===== config.mk =====
export PLATFORM = sky130hd
export DESIGN_NAME = uart_rx_buffer
export DESIGN_NICKNAME = d
export VERILOG_FILES = /design/src/rtl/uart_pkg.sv /design/src/rtl/uart_sync_fifo.sv /design/src/rtl/uart_rx_buffer.sv
export SDC_FILE = /design/constraint.sdc
export NUM_CORES = 1
export LEC_CHECK = 0
export CAP_MARGIN = 15
export CELL_PAD_IN_SITES_DETAIL_PLACEMENT = 1
export CELL_PAD_IN_SITES_GLOBAL_PLACEMENT = 2
export CORE_UTILIZATION = 46
export DETAILED_ROUTE_END_ITERATION = 8
export PLACE_DENSITY = 0.76
export SYNTH_ARGS = -nofsm -noshare
export SYNTH_HDL_FRONTEND = slang
export SYNTH_SLANG_ARGS = --single-unit
export TNS_END_PERCENT = 10

===== constraint.sdc =====
create_clock -name clk -period 4.6 [get_ports clk]
set_input_delay 0.69 -clock clk [delete_from_list [all_inputs] [get_ports clk]]
set_output_delay 0.69 -clock clk [all_outputs]
set_load 0.005 [all_outputs]

===== src/rtl/uart_pkg.sv =====
// Shared UART definitions: receiver state encoding, baud divider helper and
// the 8N1 frame shape used by the RX (and later TX) path.
package uart_pkg;

    typedef enum logic [2:0] {
        IDLE,
        START,
        DATA,
        STOP,
        WAIT_HIGH
    } rx_state_t;

    localparam int DATA_BITS = 8;
    localparam int STOP_BITS = 1;

    // Clock cycles per bit; truncating division.
    function automatic int uart_div(input int clk_freq, input int baud);
        return clk_freq / baud;
    endfunction

endpackage


===== src/rtl/uart_sync_fifo.sv =====
// Single-clock show-ahead FIFO. Pointers carry one extra wrap bit so full and
// empty are told apart without a separate counter. A push into a full FIFO is
// still accepted when a pop happens in the same cycle.
module uart_sync_fifo #(
    parameter int width = 8,
    parameter int depth = 16
) (
    input  logic                     clk,
    input  logic                     rst_n,
    input  logic                     push,
    input  logic [width-1:0]         push_data,
    input  logic                     pop,
    output logic [width-1:0]         rd_data,
    output logic                     full,
    output logic                     empty,
    output logic [$clog2(depth):0]   count
);

    localparam int AW = $clog2(depth);

    generate
        if (depth < 2 || (1 << AW) != depth) begin : g_depth_check
            $error("uart_sync_fifo: depth must be a power of two and at least 2");
        end
    endgenerate

    logic [width-1:0] mem [depth];
    logic [AW:0]      wr_ptr;
    logic [AW:0]      rd_ptr;
    logic             do_push;
    logic             do_pop;

    assign empty   = (wr_ptr == rd_ptr);
    assign full    = (wr_ptr[AW] != rd_ptr[AW]) && (wr_ptr[AW-1:0] == rd_ptr[AW-1:0]);
    assign count   = wr_ptr - rd_ptr;
    assign do_pop  = pop && !empty;
    assign do_push = push && (!full || do_pop);
    assign rd_data = empty ? '0 : mem[rd_ptr[AW-1:0]];

    // Storage array; not reset since the output is masked while empty.
    always_ff @(posedge clk) begin
        if (do_push) begin
            mem[wr_ptr[AW-1:0]] <= push_data;
        end
    end

    // Read and write pointers wrap naturally through the extra MSB.
    always_ff @(posedge clk or negedge rst_n) begin
        if (!rst_n) begin
            wr_ptr <= '0;
            rd_ptr <= '0;
        end else begin
            if (do_push) begin
                wr_ptr <= wr_ptr + 1'b1;
            end
            if (do_pop) begin
                rd_ptr <= rd_ptr + 1'b1;
            end
        end
    end

endmodule


===== src/rtl/uart_rx_buffer.sv =====
// UART receive front end: synchronises rxd, deframes 8N1 characters with a
// mid-bit sampling FSM and queues them in a FIFO presented as valid/ready.
// Overrun and framing errors are sticky until clr_err; a set beats a clear.
module uart_rx_buffer
    import uart_pkg::*;
#(
    parameter int clk_freq   = 162000000,
    parameter int uart_baud  = 9600,
    parameter int fifo_depth = 16
) (
    input  logic                          clk,
    input  logic                          rst_n,
    input  logic                          rxd,
    output logic [7:0]                    rx_data,
    output logic                          rx_valid,
    input  logic                          rx_ready,
    output logic [$clog2(fifo_depth):0]   rx_count,
    output logic                          overrun,
    output logic                          frame_err,
    input  logic                          clr_err
);

    localparam int DIV  = uart_div(clk_freq, uart_baud);
    localparam int HALF = DIV / 2;
    localparam int CW   = $clog2(DIV);
    localparam int BW   = $clog2(DATA_BITS);

    localparam logic [CW-1:0] CNT_LAST = CW'(DIV - 1);
    localparam logic [CW-1:0] CNT_HALF = CW'(HALF - 1);
    localparam logic [BW-1:0] BIT_LAST = BW'(DATA_BITS - 1);

    generate
        if (DIV < 4) begin : g_div_check
            $error("uart_rx_buffer: clk_freq / uart_baud must be at least 4");
        end
    endgenerate

    rx_state_t      state;
    rx_state_t      next_state;
    logic           rx_sync1;
    logic           rxs;
    logic [CW-1:0]  cnt;
    logic [BW-1:0]  bit_idx;
    logic [7:0]     shift_reg;
    logic           cnt_clear;
    logic           bit_clear;
    logic           shift_en;
    logic           push_byte;
    logic           frame_set;
    logic           fifo_full;
    logic           fifo_empty;
    logic           pop;

    assign rx_valid = !fifo_empty;
    assign pop      = rx_valid && rx_ready;

    // Two-flop synchroniser; resets to the idle line level.
    always_ff @(posedge clk or negedge rst_n) begin
        if (!rst_n) begin
            rx_sync1 <= 1'b1;
            rxs      <= 1'b1;
        end else begin
            rx_sync1 <= rxd;
            rxs      <= rx_sync1;
        end
    end

    // Receiver state register.
    always_ff @(posedge clk or negedge rst_n) begin
        if (!rst_n) begin
            state <= IDLE;
        end else begin
            state <= next_state;
        end
    end

    // Next-state and sampling strobes; each state samples at its own count.
    always_comb begin
        next_state = state;
        cnt_clear  = 1'b0;
        bit_clear  = 1'b0;
        shift_en   = 1'b0;
        push_byte  = 1'b0;
        frame_set  = 1'b0;
        case (state)
            IDLE: begin
                cnt_clear = 1'b1;
                if (!rxs) begin
                    next_state = START;
                end
            end
            START: begin
                if (cnt == CNT_HALF) begin
                    cnt_clear = 1'b1;
                    if (!rxs) begin
                        bit_clear  = 1'b1;
                        next_state = DATA;
                    end else begin
                        next_state = IDLE;
                    end
                end
            end
            DATA: begin
                if (cnt == CNT_LAST) begin
                    cnt_clear = 1'b1;
                    shift_en  = 1'b1;
                    if (bit_idx == BIT_LAST) begin
                        next_state = STOP;
                    end
                end
            end
            STOP: begin
                if (cnt == CNT_LAST) begin
                    cnt_clear = 1'b1;
                    if (rxs) begin
                        push_byte  = 1'b1;
                        next_state = IDLE;
                    end else begin
                        frame_set  = 1'b1;
                        next_state = WAIT_HIGH;
                    end
                end
            end
            WAIT_HIGH: begin
                cnt_clear = 1'b1;
                if (rxs) begin
                    next_state = IDLE;
                end
            end
            default: begin
                next_state = IDLE;
            end
        endcase
    end

    // Bit-time counter, data bit index and LSB-first shift register.
    always_ff @(posedge clk or negedge rst_n) begin
        if (!rst_n) begin
            cnt       <= '0;
            bit_idx   <= '0;
            shift_reg <= '0;
        end else begin
            if (cnt_clear) begin
                cnt <= '0;
            end else begin
                cnt <= cnt + 1'b1;
            end
            if (bit_clear) begin
                bit_idx <= '0;
            end else if (shift_en) begin
                bit_idx <= bit_idx + 1'b1;
            end
            if (shift_en) begin
                shift_reg <= {rxs, shift_reg[7:1]};
            end
        end
    end

    // Sticky error flags; a new error in the clearing cycle keeps the flag set.
    always_ff @(posedge clk or negedge rst_n) begin
        if (!rst_n) begin
            overrun   <= 1'b0;
            frame_err <= 1'b0;
        end else begin
            if (push_byte && fifo_full && !pop) begin
                overrun <= 1'b1;
            end else if (clr_err) begin
                overrun <= 1'b0;
            end
            if (frame_set) begin
                frame_err <= 1'b1;
            end else if (clr_err) begin
                frame_err <= 1'b0;
            end
        end
    end

    uart_sync_fifo #(
        .width (DATA_BITS),
        .depth (fifo_depth)
    ) u_fifo (
        .clk       (clk),
        .rst_n     (rst_n),
        .push      (push_byte),
        .push_data (shift_reg),
        .pop       (rx_ready),
        .rd_data   (rx_data),
        .full      (fifo_full),
        .empty     (fifo_empty),
        .count     (rx_count)
    );

endmodule

; ---- After elaboration in Yosys (flattened, before gate mapping)
; Memories as Yosys holds them, arrays and structs flattened.
; Index checks and enable logic that the tools add are counted.
[op_classes]
add_sub_neg = 5
n_eq_ne = 16
mux = 30
n_reduce_logical = 16
[op_table]
columns = op, count
row1 = 3-bit two-way mux, 9
row2 = 1-bit two-way mux, 16
row3 = 15-bit by 1-bit adder with 15-bit output (second input constant), 1
row4 = 15-bit by 14-bit == test with 1-bit output (second input constant), 1
row5 = 15-bit == test (second input constant), 1
row6 = 15-bit two-way mux, 1
row7 = 3-bit one-hot mux with 5 select lines, 1
row8 = 2-bit != test (second input constant), 6
row9 = 5-bit by 1-bit adder with 5-bit output (second input constant), 2
row10 = 8-bit two-way mux, 1
row11 = 3-bit by 2-bit == test with 1-bit output (second input constant), 2
row12 = 3-bit == test (second input constant), 2
row13 = 6-bit AND reduction, 1
row14 = 2-bit nonzero test, 3
row15 = 5-bit == test, 1
row16 = 1-bit logical AND, 5
row17 = 5-bit subtractor, 1
row18 = 4-bit == test, 1
row19 = 2-bit OR reduction, 2
row20 = 3-bit by 1-bit adder with 3-bit output (second input constant), 1
row21 = 3-bit by 1-bit == test with 1-bit output (second input constant), 1
row22 = 1-bit logical NOT, 3
row23 = 3-bit logical NOT, 1
row24 = 1-bit one-hot mux with 3 select lines, 1
row25 = other kinds (3), 3
[totals]
register_bits = 43
mem_bits_rw = 128
out_inout_bits = 16
elab_cells = 78
n_memories = 1
[mem_list]
columns = name, depth, word_bits, read_ports, rd_ports_with_merged_regs, wr, line_no
row1 = u_fifo.mem, 16, 8, 1, 0, 1, uart_sync_fifo.sv:27  ; logic [width-1:0] mem [depth];

; ---- Depth between registers and ports, before layout
; Gate-level depths: netlist (run 1).
[logic_depth]
word_depth = 7
depth_mapped = 10
mapped_depth_nobuf = 7

; ---- By module
; A second synthesis (run 1) with hierarchy kept.
[unflattened]
cells_unflattened = 443
hier_area_um2 = 7395.8
[modules_own_cells]
columns = mod, instances, cells_per_inst, area_per_inst_um2, seq_area_each_um2
row1 = uart_sync_fifo, 1, 283, 5654.2, 4093.9
row2 = uart_rx_buffer, 1, 160, 1741.7, 828.3

; ---- Worst setup path before layout (run 1)
; OpenSTA, ideal clock, no wires.
[synth_path]
kind = register -> register
start = register u_fifo.rd_ptr[3]
end = memory u_fifo.mem[3][0], enable pin
t_arrival_ns = 3.047
required_ns = 4.205
path_slack_ns = 1.158
stages_incl_launch_ff = 9
synth_period_minus_slack_ns = 3.442
cell_sequence = dfrtp_1 -> inv_2 -> buf_1 -> ha_1 -> and4_1 -> nor3b_1 -> or3_1 -> clkbuf_1 -> nor4_1
[synth_between]
elab_chain_cells = 7
word_cells_on_any_way = 10
[synth_rtl]
columns = element, line_no
row1 = "start, declared", uart_sync_fifo.sv:29  ; logic [AW:0] rd_ptr;
row2 = "start signal, assigned", uart_sync_fifo.sv:57  ; rd_ptr <= rd_ptr + 1'b1;
row3 = 5-bit == test or 4-bit == test (tied branches), "uart_sync_fifo.sv:33, uart_sync_fifo.sv:34"
row4 = 1-bit logical NOT or 1-bit logical AND (tied branches), "uart_sync_fifo.sv:36, uart_sync_fifo.sv:34"
row5 = 1-bit logical AND or 1-bit logical NOT (tied branches), "uart_sync_fifo.sv:36, uart_sync_fifo.sv:37"
row6 = 1-bit logical OR *, uart_sync_fifo.sv:37  ; assign do_push = push && (!full || do_pop);
row7 = 1-bit logical AND *, uart_sync_fifo.sv:37
row8 = 1-bit two-way mux *, uart_sync_fifo.sv:42  ; if (do_push) begin
row9 = 1-bit two-way mux (not written as such) *, uart_sync_fifo.sv:43  ; mem[wr_ptr[AW-1:0]] <= push_data;
row10 = "end, declared", uart_sync_fifo.sv:27
; Every way passes the cells marked *; elsewhere a longest branch is shown, timed or not.

; ---- Final worst setup path (run 1)
[layout_path]
start = register u_fifo.rd_ptr[3]
end = output rx_data[2]
[layout_between]
elab_chain_cells = 2
word_cells_on_any_way = 3
[layout_rtl]
columns = element, line_no
row1 = memory read 16 x 8 bit or 5-bit == test (tied branches), -
row2 = 8-bit two-way mux *, uart_sync_fifo.sv:38  ; assign rd_data = empty ? '0 : mem[rd_ptr[AW-1:0]];
row3 = "end, declared", uart_rx_buffer.sv:14  ; output logic [7:0] rx_data,
; Marks and branches as above.

==> parameters.txt, run 1 <==
Parameter                              Value

Run status
  Result of the run ... complete, no violations

Finish
  ANT cells ... 0
  Synth-to-layout area growth ... 13.9%
  Non-filler cells in the finished layout ... 686
  Max reg flops ... 128
  Layout fillers ... 1423
  Nets ... 482
  Fraction of final layout cells sized beyond drive strength 1 ... 18.5%

CTS
  Buffer cell driving the clock tree root ... clkbuf_16
  Clock tree from TritonCTS ... done
  Post-CTS repair timing setup buffer count ... 0
  Worst-path clk slew ... 0.06 ns
  # H-tree levels ... 4
  Maximum buffer depth of the clock tree ... 2
  Post-cts hold buffer count ... 0
  Clk sink count ... 171
  Resize count post-CTS ... 0
  Clock insertion delay at the later pin of the skew report ... 0.43 ns
  Cts bufs inserted ... 17

STA
  Highest clock frequency the design can meet ... 0.268 GHz
  Portion of the clock cycle consumed by the worst path in the final layout ... 81.1%
  Hold slack final ... 0.361 ns
  Number of slew-limit violations in the final report ... 0
  Max-slew headroom ... 34.9%
  Count of endpoints failing hold in the final timing report ... 0
  Final number of setup-violating endpoints ... 0
  Maximum clock skew at final layout ... 0.00728 ns
  Final TNS setup ... 0 ns
  Min Clock Period, post-route ... 3.73 ns
  Slew of the pin with the lowest slew margin ... 0.976 ns
  Setup repair after global routing missed its margin ... no

GRT
  GRT Overall Usage ... 21.0%
  Number of antenna violations at the first check in global routing ... 0
  Aggregate global routing overflow ... 0
  Wire length of the first global-routing pass ... 24.3 mm
  Largest net degree at the start of global routing ... 44
  Vias in the first global route ... 4157

Worst setup path
  Arr. time, crit path ... 3.04 ns
  Dominant delay contributor by cell family on the critical path ... buffers and inverters
  Data required time of the critical path ... 3.91 ns
  Most common cell on crit path ... nand2_1
  Register-to-register setup slack ... 1.22 ns
  Worst Path Class, Setup ... reg -> out
  Number of buffer and inverter instances along the worst setup path ... 2
  Nature of the critical path startpoint ... register
  Top fanout value on the critical path ... 17
  Highest cell delay on the worst timing path ... 0.54 ns
  CP Capture Type ... output port
  Cells traversed along the worst timing path ... inv_2 > ha_1 > and4_1 > nand2_1 > nand2_1 > o22ai_1 > clkdlybuf4s50_1
  Cell at the slowest stage of the critical path ... clkdlybuf4s50_1

Place
  Gpl congestion ... 0.751
  Count of placed standard cells including taps ... 654
  Detailed placer's ending HPWL ... 10.3 mm
  Number of buffers inserted by port buffering ... 20

Power and ir drop
  Clock network fraction of design power ... 33.4%
  Static Leakage ... 3.04 nW
  Relative contribution of combinational cells to total power ... 22.7%
  Maximum vdd drop ... 0.000237 V
  Sequential share of power ... 43.8%
  Pwr/cell area ... 478 nW/um2
  Sw Pwr ... 0.00105 W
  Design internal power ... 0.00288 W
  Fraction of power spent switching nets ... 26.8%

Synth
  Number of unique standard cell types used by synthesis ... 45
  Yosys warnings ... 0
  Most common flop cell mapped by yosys ... edfxtp_1
  Cell with the most instances after synthesis ... edfxtp_1
  Cell area after synthesis ... 7230 um2
  Average instance area after synthesis ... 16.7 um2
  Cells after synthesis ... 434
  Net count after synthesis ... 454
  Top cells by area, synth ... edfxtp_1, dfrtp_1, mux4_2, mux2i_1, ha_1
  Fraction of registers with async set or reset after synthesis ... 25.1%
  Share of the synthesized area in the top cell type ... 53.1%
  Fraction of the yosys area taken by sequential cells ... 68.1%
  Most numerous cell types in the synthesized netlist ... edfxtp_1, dfrtp_1, mux4_2, nor2_1, mux2i_1
  Biggest area consumer among synthesized cells ... edfxtp_1
  Flops & latches, synth ... 171
  Count of flip-flops with a built-in enable after synthesis ... 128

Worst hold path
  Worst hold path type ... reg -> reg

Floorplanning
  Die Y-Extent ... 127 um
  Row count ... 45
  Initial core utilization ... 47.4%
  Placeable core area ... 15300 um2
  Top-level port count ... 21
  Die Area ... 16200 um2
  X dimension of the die ... 127 um

Detailed routing
  Violation count after the first detailed-routing iteration ... 209
  Number of detailed-route iterations in the first pass ... 6
  Via total after detailed routing ... 3796
  Total wire length ... 15.3 mm
  DRC errors left ... 0
  WL/cell ... 22.3 um
  Avg Vias per Cell ... 5.53
  Number of antenna-violating nets in the routed design ... 0

Flow run
  Max-capacitance violation count ... 0
==> cells in the final DEF, fill, tap and decap left out, types with 5 or more instances in the layout <==
cell type          n
inv_1             15
xor2_1            10
nand4_1            7
nor2_1            26
buf_4              7
nor3b_1            6
and2_1             9
clkbuf_16         17
dfrtp_1           40
xnor2_1           16
nand2_1           15
edfxtp_1         128
mux2_2             9
mux4_2            32
mux2i_1           19
nor3_1             7
nand3_1            8
and4_1             5
o22ai_1            8
clkdlybuf4s50_1   19
ha_1              14
o21ai_0            7
==> final timing paths <==
kind | start | to | depth (start not counted)
setup / recovery | u_fifo.rd_ptr[3]$_DFFE_PN0P_ | rx_data[2] | 7
hold / removal | rx_sync1$_DFF_PN1_ | rxs$_DFF_PN1_ | 0
setup reg to reg | u_fifo.rd_ptr[3]$_DFFE_PN0P_ | u_fifo.mem[13][5]$_DFFE_PP_ | 6
hold reg to reg | rx_sync1$_DFF_PN1_ | rxs$_DFF_PN1_ | 0
max in group asynchronous | rst_n | u_fifo.rd_ptr[0]$_DFFE_PN0P_ | 1
min in group asynchronous | rst_n | shift_reg[3]$_DFFE_PN0P_ | 1
==> power by group through the flow <==
stage / Sequential, W / Clock [W] / Combinational, W
after floorplan: 0.00172 / 0 / 0.000569
after global placement: 0.00176 / 0 / 0.000897
after detailed placement: 0.00176 / 0 / 0.000903
after CTS: 0.00173 / 0.00135 / 0.000912
after global routing: 0.00173 / 0.00139 / 0.000961
final: 0.00172 / 0.00131 / 0.000895
==> stage by stage <==
stage / setup WS [ns] / power [W] / area, um2 / utilization [%]
after detailed placement: 1.15 / 0.00266 / 7700 / 50.4
after CTS: 0.796 / 0.00399 / 8240 / 54.0
after floorplan: 1.16 / 0.00229 / 7230 / -
after global placement: 1.34 / 0.00265 / 7700 / 50.4
final: 0.868 / 0.00393 / 8240 / 54.0
after global routing: 0.697 / 0.00409 / 8240 / 54.0
==> final cells by class <==
class / instances / area [um2] / area share [%]
clock buffers: 24 / 482 / 5.85
inverters: 16 / 60.1 / 0.729
well taps: 211 / 264 / 3.20
multi-input cells: 228 / 2180 / 26.5
repair buffers: 28 / 268 / 3.25
flip-flops and latches: 171 / 4920 / 59.8
clock inverters: 8 / 58.8 / 0.714
==> kinds of logic after synthesis <==
group / after synthesis / synth area share, %
xor gates and xnor gates: 26 / 3.15
buffers and inverters: 35 / 1.87
DFF: 171 / 68.1
adders and majority gates: 15 / 2.70
and+or+nand+nor: 104 / 8.35
muxes: 60 / 14.0
AOI/OAI and AO/OA: 23 / 1.89
==> per-layer routing <==
layer	wire (um)	vias to the layer above	global-route usage, %
li1	-	1718	-
met1	6880	1990	27.6
met2	7480	58	33.8
met3	473	30	4.56
met4	469	0	9.24
met5	0	-	0
(Power assumes the default switching activity.)
==> inputs of run 2 (changes only) <==
clock period = 3.55 ns   (was 4.6 ns; I/O delays follow)
==> parameters.txt, run 2 (same netlist as run 1, synthesis figures left out) <==
Parameter                              Value

Floorplanning
  Row count ... 45
  Die Area ... 16200 um2
  Top-level port count ... 21
  Initial core utilization ... 47.4%
  Die Y-Extent ... 127 um
  Placeable core area ... 15300 um2
  X dimension of the die ... 127 um

Worst setup path
  CP Capture Type ... output port
  Top fanout value on the critical path ... 13
  Arr. time, crit path ... 2.81 ns
  Worst Path Class, Setup ... reg -> out
  Depth of the worst register-to-register path ... 6
  Worst flop-to-flop path startpoint ... u_fifo.wr_ptr[3]$_DFFE_PN0P_
  Critical Path Start ... u_fifo.wr_ptr[3]$_DFFE_PN0P_
  Data required time of the critical path ... 3.02 ns
  Nature of the critical path startpoint ... register
  Register-to-register setup slack ... 0.49 ns

Place
  Gpl congestion ... 0.764
  Number of buffers inserted by port buffering ... 20
  Detailed placer's ending HPWL ... 9.86 mm

Finish
  Nets ... 486
  Sequential cell area ... 4920 um2
  Synth-to-layout area growth ... 14.6%
  Layout fillers ... 1412
  ANT cells ... 0
  Fraction of final layout cells sized beyond drive strength 1 ... 18.2%
  Max reg flops ... 128
  Area of the multi-input gates ... 2180 um2
  Most frequent cells in the layout ... edfxtp_1, dfrtp_1, mux4_2
  Most frequent standard cell in the layout excluding fill and tap cells ... edfxtp_1

Detailed routing
  Violation count after the first detailed-routing iteration ... 250
  DRC errors left ... 0
  Avg Vias per Cell ... 5.47
  Via total after detailed routing ... 3761
  WL/cell ... 21.4 um
  Total wire length ... 14.7 mm
  Number of antenna-violating nets in the routed design ... 0
  Number of detailed-route iterations in the first pass ... 4

GRT
  Wire length of the first global-routing pass ... 23.9 mm
  Largest net degree at the start of global routing ... 44
  GRT Overall Usage ... 20.6%
  Vias in the first global route ... 4200
  Aggregate global routing overflow ... 0
  Number of antenna violations at the first check in global routing ... 0

Power and ir drop
  Pwr/cell area ... 620 nW/um2
  Maximum vdd drop ... 0.000364 V
  Static Leakage ... 3.07 nW

CTS
  Clock insertion delay at the later pin of the skew report ... 0.42 ns
  Resize count post-CTS ... 0
  Buffer cell driving the clock tree root ... clkbuf_16
  # H-tree levels ... 4
  Cts bufs inserted ... 17
  Clock tree from TritonCTS ... done
  Clk sink count ... 171
  Post-CTS repair timing setup buffer count ... 0
  Post-cts hold buffer count ... 0
  Worst-path clk slew ... 0.06 ns
  Maximum buffer depth of the clock tree ... 2

Flow run
  Max-capacitance violation count ... 0

STA
  Max-slew headroom ... 31.4%
  Maximum clock skew at final layout ... 0.00583 ns
  Hold slack final ... 0.281 ns
  Slew of the pin with the lowest slew margin ... 1.02 ns
  Count of endpoints failing hold in the final timing report ... 0
  Final TNS setup ... 0 ns
  Setup repair after global routing missed its margin ... no
  Portion of the clock cycle consumed by the worst path in the final layout ... 94.1%
  Final number of setup-violating endpoints ... 0
  Number of slew-limit violations in the final report ... 0
  Min Clock Period, post-route ... 3.34 ns
  Highest clock frequency the design can meet ... 0.299 GHz

Run status
  Result of the run ... complete, no violations

Worst hold path
  Worst hold path type ... in -> async
[run 2: cell types whose count changed in the layout (fill, tap and decap cells not counted), sizes merged]
| cell | previous run | this run |
|---|---|---|
| clkbuf | 24 | 18 |
| clkinv | 4 | 9 |
| buf | 9 | 13 |
| inv | 20 | 16 |
| bufinv | 0 | 3 |
[run 2: metrics by stage]
stage / worst slack, ns / instances / total power, W / instance area, um2 / util [%]
floorplan: 0.108 / 434 / 0.00296 / 7230 / -
global placement: 0.612 / 658 / 0.00343 / 7730 / 50.6
detailed placement: 0.480 / 658 / 0.00345 / 7730 / 50.6
CTS: 0.177 / 688 / 0.00523 / 8290 / 54.3
global route: 0.00735 / 688 / 0.00537 / 8290 / 54.3
finish: 0.209 / 688 / 0.00514 / 8290 / 54.3
[run 2: worst max-delay path, cell delays in order (launching register included)]
cell	delay (ns)
dfrtp_1	0.59
ha_1	0.35
and4_1	0.23
nand2_1	0.13
nand2_1	0.26
o22ai_1	0.28
clkdlybuf4s50_1	0.54
[run 2: power by group]
group	total [W]	leakage (nW)	internal [W]	switching, W
clock network	0.00177	0.274	0.00108	0.000691
registers	0.00219	1.81	0.00216	0.0000326
logic	0.00117	0.982	0.000620	0.000555
[run 2: path summary, 6_finish.rpt]
kind,endpoint
max in group asynchronous,u_fifo.rd_ptr[0]$_DFFE_PN0P_
min in group clk,rxs$_DFF_PN1_
worst max-delay path,rx_data[1]
worst min-delay path,cnt[12]$_DFF_PN0_
worst max register to register,u_fifo.mem[11][7]$_DFFE_PP_
worst min register to register,rxs$_DFF_PN1_
[run 2: cell type report]
class	instances	share of cell area, %
inverter	16	0.725
timing repair buffer	32	3.59
clock inverter	12	1.59
clock buffer	18	5.18
multi-input combinational	228	26.3
tap	211	3.19
sequential	171	59.4
[run 2: layer usage]
layer / part of all wire, % / up-vias / routed length, um / track usage, %
met4: 1.6 / 0 / 236 / 8.19
li1: - / 1728 / - / -
met3: 3.4 / 19 / 498 / 3.81
met2: 53 / 57 / 7810 / 35.9
met5: 0 / - / 0 / 0
met1: 42 / 1957 / 6210 / 25.6
==> inputs of run 3 (changes only) <==
--- a/config.mk
+++ b/config.mk
@@ -11,4 +11,5 @@
 export CORE_UTILIZATION = 46
 export DETAILED_ROUTE_END_ITERATION = 8
+export GPL_TIMING_DRIVEN = 0
 export PLACE_DENSITY = 0.76
 export SYNTH_ARGS = -nofsm -noshare
==> constraint.sdc (replaced) <==
create_clock -name clk -period 3.55 [get_ports clk]
set_input_delay 0.5325 -clock clk [delete_from_list [all_inputs] [get_ports clk]]
set_output_delay 0.5325 -clock clk [all_outputs]
set_load 0.05 [all_outputs]
==> parameters.txt, run 3 (same netlist as run 1, synthesis figures left out) <==
Parameter                              Value

Run status
  Result of the run ... complete, no violations

Worst hold path
  Worst hold path type ... in -> async

STA
  Portion of the clock cycle consumed by the worst path in the final layout ... 96.2%
  Setup repair after global routing missed its margin ... no
  Least setup slack across all paths after layout ... 0.134 ns
  Maximum clock skew at final layout ... 0.0113 ns
  Max-slew headroom ... 36.1%
  Min Clock Period, post-route ... 3.42 ns
  Highest clock frequency the design can meet ... 0.293 GHz
  Final number of setup-violating endpoints ... 0
  Slew of the pin with the lowest slew margin ... 0.951 ns
  Count of endpoints failing hold in the final timing report ... 0
  Number of slew-limit violations in the final report ... 0

Detailed routing
  Violation count after the first detailed-routing iteration ... 216
  DRC errors left ... 0
  Number of antenna-violating nets in the routed design ... 0
  Avg Vias per Cell ... 5.50
  WL/cell ... 21.6 um
  Total wire length ... 15.1 mm
  Number of detailed-route iterations in the first pass ... 4
  Via total after detailed routing ... 3857

CTS
  Clock insertion delay at the later pin of the skew report ... 0.44 ns
  Buffer cell driving the clock tree root ... clkbuf_16
  # H-tree levels ... 4
  Clk sink count ... 171
  Clock tree from TritonCTS ... done
  Worst-path clk slew ... 0.07 ns
  Post-cts hold buffer count ... 0
  Maximum buffer depth of the clock tree ... 2
  Cts bufs inserted ... 17

Power and ir drop
  Sw Pwr ... 0.00181 W
  Pwr/cell area ... 681 nW/um2
  Sequential share of power ... 38.0%
  Fraction of power spent switching nets ... 31.3%
  Relative contribution of combinational cells to total power ... 27.2%
  Static Leakage ... 3.20 nW
  Overall power ... 0.00579 W
  Clock network fraction of design power ... 34.9%
  Maximum vdd drop ... 0.000431 V
  Design internal power ... 0.00398 W

Place
  Post-place setup slack ... -0.692 ns
  Area post-placement ... 7750 um2
  Number of buffers inserted by port buffering ... 20
  Detailed placer's ending HPWL ... 9.96 mm
  Gpl congestion ... 0.766

Worst setup path
  Cell at the slowest stage of the critical path ... clkdlybuf4s50_1
  Nature of the critical path startpoint ... register
  Cells traversed along the worst timing path ... inv_4 > buf_4 > ha_1 > and4_1 > nand2_1 > clkdlybuf4s50_1
  Worst Path Class, Setup ... reg -> out
  CP Capture Type ... output port
  Data required time of the critical path ... 3.02 ns
  Register-to-register setup slack ... 0.33 ns
  Arr. time, crit path ... 2.88 ns
  Highest cell delay on the worst timing path ... 0.83 ns
  Endpoint of the lowest-slack register-to-register path ... u_fifo.mem[9][3]$_DFFE_PP_
  Depth of the worst register-to-register path ... 9
  Worst flop-to-flop path startpoint ... u_fifo.rd_ptr[3]$_DFFE_PN0P_
  Top fanout value on the critical path ... 10

GRT
  Vias in the first global route ... 4211
  GRT Overall Usage ... 20.9%
  Number of antenna violations at the first check in global routing ... 0
  Largest net degree at the start of global routing ... 24
  Wire length of the first global-routing pass ... 24.2 mm
  Aggregate global routing overflow ... 0

Finish
  Fraction of final layout cells sized beyond drive strength 1 ... 25.1%
  Most frequent standard cell in the layout excluding fill and tap cells ... edfxtp_1
  Synth-to-layout area growth ... 17.6%
  Nets ... 497
  Most frequent cells in the layout ... edfxtp_1, dfrtp_1, mux4_2
  Max reg flops ... 128
  ANT cells ... 0
  Area of all placed cells without fillers ... 8500 um2

Floorplanning
  Initial core utilization ... 47.4%
  X dimension of the die ... 127 um
  Row count ... 45
  Die Area ... 16200 um2
  Top-level port count ... 21
  Die Y-Extent ... 127 um
  Placeable core area ... 15300 um2

Flow run
  Max-capacitance violation count ... 0
[run 3: power groups by stage]
stage / clock (W) / combinational [W] / sequential, W
detailed placement: 0 / 0.00163 / 0.00224
global placement: 0 / 0.00162 / 0.00223
floorplan: 0 / 0.00115 / 0.00223
CTS: 0.00206 / 0.00162 / 0.00220
finish: 0.00202 / 0.00157 / 0.00220
global route: 0.00213 / 0.00168 / 0.00220
[run 3: repair_timing]
action	in CTS	in global routing
setup endpoints to repair	141	120
resized for setup	49	30
pin swaps	1	1
gates cloned	0	0
setup buffers	2	1
[run 3: worst max-delay path by stage]
stage                                  from                         end  slack (ns)  depth (start not counted)
3_3_place_gp   u_fifo.rd_ptr[3]$_DFFE_PN0P_  u_fifo.mem[3][2]$_DFFE_PP_       -1.27                          8
6_report       u_fifo.rd_ptr[3]$_DFFE_PN0P_                    rx_valid        0.13                          6
4_1_cts        u_fifo.rd_ptr[1]$_DFFE_PN0P_  u_fifo.mem[4][2]$_DFFE_PP_     0.00006                          8
2_1_floorplan  u_fifo.rd_ptr[3]$_DFFE_PN0P_                  rx_data[6]       -0.02                          7
3_5_place_dp   u_fifo.rd_ptr[3]$_DFFE_PN0P_  u_fifo.mem[5][0]$_DFFE_PP_       -0.69                          8
5_1_grt        u_fifo.rd_ptr[1]$_DFFE_PN0P_                    rx_valid       0.004                          7
[run 3: cell type report]
| class | count | area [um2] |
|---|---|---|
| Clock buffer | 18 | 429 |
| Sequential cell | 171 | 4920 |
| Inverter | 16 | 62.6 |
| Clock inverter | 14 | 216 |
| Fill cell | 1414 | 6760 |
| Timing Repair Buffer | 25 | 241 |
| Buffer | 18 | 91.3 |
| Tap cell | 211 | 264 |
| Multi-Input combinational cell | 228 | 2280 |
[run 3: critical path: cells and delay by family (launching register included)]
family | cells | cell delay, ns
buf+inv | 3 | 1.30
flops | 1 | 0.44
simple gates | 2 | 0.40
fa+ha+maj | 1 | 0.31
[run 3: routing by layer]
layer  track usage, %  wire, um  vias to the layer above
met2             35.5      7820                       59
met5                0         0                        -
met3             4.02       492                       16
li1                 -         -                     1760
met1             26.5      6570                     2022
met4             8.61       247                        0
[run 3: per-stage QoR]
step                      hold WS, ns  util [%]  cells  setup TNS (ns)
after floorplan                 0.237         -    434          -0.126
after global placement          0.347      50.4    665          -94.83
final                          0.0727      55.7    701               0
after CTS                      0.0717      55.6    700               0
after detailed placement        0.347      50.8    667          -73.22
after global routing           0.0943      55.7    701               0
==> variant 1, RTL diff (settings of run 2) <==
The 5 states of `rx_state_t` get a one-hot encoding in 5 bits.
--- a/src/rtl/uart_pkg.sv
+++ b/src/rtl/uart_pkg.sv
@@ -3,10 +3,10 @@
 package uart_pkg;
 
-    typedef enum logic [2:0] {
-        IDLE,
-        START,
-        DATA,
-        STOP,
-        WAIT_HIGH
+    typedef enum logic [4:0] {
+        IDLE      = 5'b00001,
+        START     = 5'b00010,
+        DATA      = 5'b00100,
+        STOP      = 5'b01000,
+        WAIT_HIGH = 5'b10000
     } rx_state_t;
 
Check against the original RTL: same outputs for any inputs over 10 cycles, from zero or initial values and one cycle with rst_n low; not proved beyond that.
==> variant 1 against run 2 <==
Wire length increased by 3.6%; setup slack improved by 0.013 ns; synthesized cell count increased by 2.3%; core utilization increased by 0.79 points; cell area increased by 2.2%; sequential cell count increased by 2; power increased by 1.0%; area after synthesis increased by 1.2%; largest power group unchanged.
==> variant 1: results (changes against run 2) <==
----------------------------------------------------
[Cells and area]
  FILL cells ... 1422 (was 1412)
  Fraction of final layout cells sized beyond drive strength 1 ... 20.28% (was 18.24%)
  # nets final ... 506 (was 486)

[Worst setup path]
  Launching point of the worst reg2reg path ... cnt[9]$_DFF_PN0_ (was u_fifo.wr_ptr[3]$_DFFE_PN0P_)
  Reg2Reg Depth ... 6 (unchanged)
  Data arrival time of the critical path ... 2.80 ns (was 2.81 ns)
  Critical Path Source ... u_fifo.wr_ptr[2]$_DFFE_PN0P_ (was u_fifo.wr_ptr[3]$_DFFE_PN0P_)
  Highest net fanout along the worst path ... 10 (was 13)

[Drt]
  WL per Instance ... 21.56 microns (was 21.44 microns)
  Number of vias per cell after detailed routing ... 5.529 (was 5.467)
  Starting DRC count in detailed routing ... 235 (was 250)
  Total wire length ... 15.29 mm (was 14.75 mm)

[Logic synthesis]
  Synth top area cells ... edfxtp_1 (52%), dfrtp_1 (14%), mux4_2 (9.8%) (was edfxtp_1 (53%), dfrtp_1 (14%), mux4_2 (10%))
  Total nets after synthesis ... 464 (was 454)
  Post-synthesis cell count ... 444 (was 434)
  Top cells by count, synth ... edfxtp_1 (128), dfrtp_1 (42), nor2_1 (36) (was edfxtp_1 (128), dfrtp_1 (41), mux4_2 (32))
  Portion of the post-synthesis area used by sequential elements ... 67.93% (was 68.05%)
  Number of distinct library cells after synthesis ... 48 (was 45)
  #FFs+latches synth ... 173 (was 171)
  Fraction of synthesis flops using an asynchronous set or reset pin ... 26.01% (was 25.15%)

[Status]
  Result of the run ... complete, no violations (unchanged)

[Pwr]
  Leakage Power ... 3.414 nW (was 3.071 nW)
  Maximum vdd drop ... 0.3487 mV (was 0.3643 mV)

[STA]
  Actual slew at the worst max-slew pin ... 0.6241 ns (was 1.021 ns)
  Worst hold margin ... 0.3611 ns (was 0.2815 ns)
  Clock skew after layout ... 0.01238 ns (was 0.005831 ns)
  Post-layout minimum cycle time ... 3.328 ns (was 3.341 ns)

[Placement]
  Placed cell count ... 676 (was 658)
  Half-perimeter wire length after placement ... 9.968 mm (was 9.857 mm)
  Routability congestion estimate from global placement ... 0.7545 (was 0.7639)
  Setup slack at placement ... 0.5934 ns (was 0.4801 ns)

[GRT]
  Grt met1 use ... 27.84% (was 25.63%)
  Met3 Track Usage GR ... 4.591% (was 3.811%)
  Met2 demand-to-capacity share in global routing ... 33.70% (was 35.87%)
  Wire length of the first global-routing pass ... 24.18 mm (was 23.90 mm)
  Number of global-route vias before repair ... 4206 (was 4200)
  Maximum number of pins on one net before global-route repair ... 46 (was 44)
  GRT Overall Usage ... 20.63% (was 20.64%)

[Clock tree]
  H-tree levels ... 4 (unchanged)
  Buffer depth of the longest clock path ... 2 (unchanged)
  Reg clk slew, reported paths ... 0.06 ns (about the same)

[Min path]
  Class of the tightest hold or removal check ... reg2reg (was in2async)

----------------------------------------------------
-- variant 1: cell families (layout without fill, tap and decap cells) --
logic type / count (synthesis) / count (layout) / share of synthesized area [%]
AND/OR/NAND/NOR: 111 / 111 / 8.271
AO/OA/AOI/OAI: 25 / 25 / 2.170
adder cells (fa/ha/maj): 15 / 15 / 2.666
flip-flops: 173 / 173 / 67.93
XOR/XNOR: 28 / 28 / 3.349
buffers and inverters: 34 / 88 / 2.085
multiplexers: 58 / 58 / 13.53
-- variant 1: routing by layer --
metal / vias up / part of all wire (%) / routed length (microns)
met5: - / 0 / 0
met4: 0 / 1.2 / 183
met3: 16 / 3.3 / 510
met2: 74 / 50 / 7633
met1: 2056 / 46 / 6959
li1: 1774 / - / -
-- variant 1: worst paths after layout --
kind,end
max,rx_data[7]
min,rxs$_DFF_PN1_
max reg2reg,u_fifo.mem[0][5]$_DFFE_PP_
min reg2reg,rxs$_DFF_PN1_
max in group asynchronous,state[0]$_DFFE_PN1P_
min in group asynchronous,cnt[1]$_DFF_PN0_
-- variant 1: layout make-up --
cell class	count	area (sq um)	share of cell area, %
flip-flops and latches	173	4975	58.73
well taps	211	264.0	3.117
multi-input cells	237	2196	25.92
clock buffers	17	425.4	5.022
clock inverters	14	166.4	1.965
repair buffers	42	387.9	4.579
inverters	15	56.30	0.6647
-- variant 1: repair_timing --
action,in CTS,in global routing
endpoints found under the hold margin,0,6
resized for setup,0,0
hold buffers,0,1
-- variant 1: where the power goes --
part           switching, W  total, W  internal [W]
logic              0.000556   0.00101      0.000456
registers         0.0000865   0.00231       0.00222
clock network      0.000770   0.00187       0.00110
total               0.00141   0.00519       0.00378
-- variant 1: metrics by stage --
step / util (%) / cell area [sq um]
after detailed placement: 51.06 / 7849
after global routing: 55.11 / 8471
after CTS: 54.91 / 8441
after global placement: 51.06 / 7849
final: 55.11 / 8471
after floorplan: - / 7322
-- variant 1: worst max-delay path, cell delays in order (launching register included) --
cell and delay (ns):
dfrtp_1 0.49, ha_1 0.38, and4_1 0.22, nand2_1 0.12, nand2_1 0.26, o22ai_1 0.34
clkdlybuf4s50_1 0.56
==> variant 2, RTL diff (config.mk and constraints of run 2) <==
Without the edit above. The parameter `uart_baud` goes from 9600 to 19200.
--- a/src/rtl/uart_rx_buffer.sv
+++ b/src/rtl/uart_rx_buffer.sv
@@ -6,5 +6,5 @@
 #(
     parameter int clk_freq   = 162000000,
-    parameter int uart_baud  = 9600,
+    parameter int uart_baud  = 19200,
     parameter int fifo_depth = 16
 ) (
Function: same outputs for any inputs over 10 cycles, from zero or initial values and one cycle with rst_n low; that may be too few to reach the edited logic, so the function may still have changed.
==> variant 2 against run 2 <==
Via count increased by 0.19%; power decreased by 2.6%; setup slack improved by 0.060 ns; register-to-register slack improved by 0.25 ns; wire length increased by 2.2%; sequential share of layout area about the same; sequential cell count decreased by 1; global-route usage increased by 0.086 points; area after synthesis decreased by 1.4%; maximum frequency increased by 1.8%; cell area decreased by 0.44%; non-clock buffer count increased by 9; critical endpoint is now rx_data[6]; largest cell class unchanged; largest power group unchanged.
==> variant 2: results (changes against run 2) <==
----------------------------------------------------
[Status]
  Result of the run ... complete, no violations (unchanged)

[Placement]
  Routability congestion estimate from global placement ... 0.7681 (was 0.7639)
  Placed cell count ... 629 (was 658)
  Cell area after placement ... 7667 sq um (was 7727 sq um)
  Half-perimeter wire length after placement ... 9.623 mm (was 9.857 mm)
  Setup slack at placement ... 0.6889 ns (was 0.4801 ns)

[STA]
  Clock skew after layout ... 0.007598 ns (was 0.005831 ns)
  Worst slew margin ... 34.13% (was 31.39%)
  Post-layout minimum cycle time ... 3.281 ns (was 3.341 ns)
  Worst hold margin ... 0.2759 ns (was 0.2815 ns)

[Cells and area]
  Total non-filler cell area in the finished layout ... 8252 sq um (was 8288 sq um)
  Non-filler instance count after layout ... 661 (was 688)
  Fraction of final layout cells sized beyond drive strength 1 ... 21.78% (was 18.24%)
  # nets final ... 480 (was 486)
  FILL cells ... 1401 (was 1412)

[Worst setup path]
  Highest net fanout along the worst path ... 11 (was 13)
  Critical Path Source ... u_fifo.wr_ptr[2]$_DFFE_PN0P_ (was u_fifo.wr_ptr[3]$_DFFE_PN0P_)
  Data arrival time of the critical path ... 2.75 ns (was 2.81 ns)
  Launching point of the worst reg2reg path ... cnt[8]$_DFF_PN0_ (was u_fifo.wr_ptr[3]$_DFFE_PN0P_)
  CP Capture Point ... rx_data[6] (was rx_data[1])
  Capturing point of the worst reg2reg path ... u_fifo.mem[9][0]$_DFFE_PP_ (was u_fifo.mem[11][7]$_DFFE_PP_)
  Reg2Reg Depth ... 5 (was 6)

[Logic synthesis]
  Portion of the post-synthesis area used by sequential elements ... 68.68% (was 68.05%)
  Top cells by count, synth ... edfxtp_1 (128), dfrtp_1 (40), mux4_2 (32) (was edfxtp_1 (128), dfrtp_1 (41), mux4_2 (32))
  Post-synthesis cell count ... 420 (was 434)
  Xor-xnor portion of the synthesized cell area ... 3.071% (was 3.148%)
  Number of distinct library cells after synthesis ... 42 (was 45)
  Post-synthesis mux area share ... 14.11% (was 13.99%)
  Complex-gate fraction of the synthesized area ... 1.842% (was 1.885%)
  Fraction of synthesis flops using an asynchronous set or reset pin ... 24.71% (was 25.15%)
  Total nets after synthesis ... 440 (was 454)

[GRT]
  Maximum number of pins on one net before global-route repair ... 43 (was 44)
  Met3 Track Usage GR ... 3.501% (was 3.811%)
  Grt met1 use ... 28.14% (was 25.63%)
  GRT Overall Usage ... 20.72% (was 20.64%)
  Met2 demand-to-capacity share in global routing ... 33.99% (was 35.87%)
  Wire length of the first global-routing pass ... 23.91 mm (was 23.90 mm)

[Drt]
  Starting DRC count in detailed routing ... 267 (was 250)
  Detailed-routing wirelength on met1 ... 7.020 mm (was 6.205 mm)
  Length of routed met3 wiring ... 386 microns (was 498 microns)
  Via count ... 3768 (was 3761)

[Min path]
  Class of the tightest hold or removal check ... in2async (unchanged)

[Pwr]
  Leakage Power ... 2.678 nW (was 3.071 nW)
  Maximum vdd drop ... 0.5675 mV (was 0.3643 mV)

----------------------------------------------------
-- variant 2: changes by cell type in the layout (fill, tap and decap cells not counted), sizes merged, moves of 5 or more --
cell,change
nand2b,+5
and2,-8
o21ai,-6
buf,+9
nor4,+14
-- variant 2: where the power goes --
part | switching, W | internal, W | leakage [nW]
clock network | 0.000745 | 0.00110 | 0.272
registers | 0.0000332 | 0.00215 | 1.42
logic | 0.000501 | 0.000482 | 0.981
-- variant 2: final cells by class --
class / count / share of cell area (%)
tap: 188 / 2.851
multi-input combinational: 217 / 25.69
inverter: 13 / 0.5914
clock buffer: 19 / 5.246
sequential: 170 / 59.36
clock inverter: 13 / 1.835
timing repair buffer: 41 / 4.428
-- variant 2: worst max-delay path, cell delays in order, from the launching register on --
cell             delay [ns]
dfrtp_1                0.49
ha_1                   0.38
and4_1                 0.18
nand2_1                0.12
nand2_1                0.26
o22ai_1                0.33
clkdlybuf4s50_1        0.56
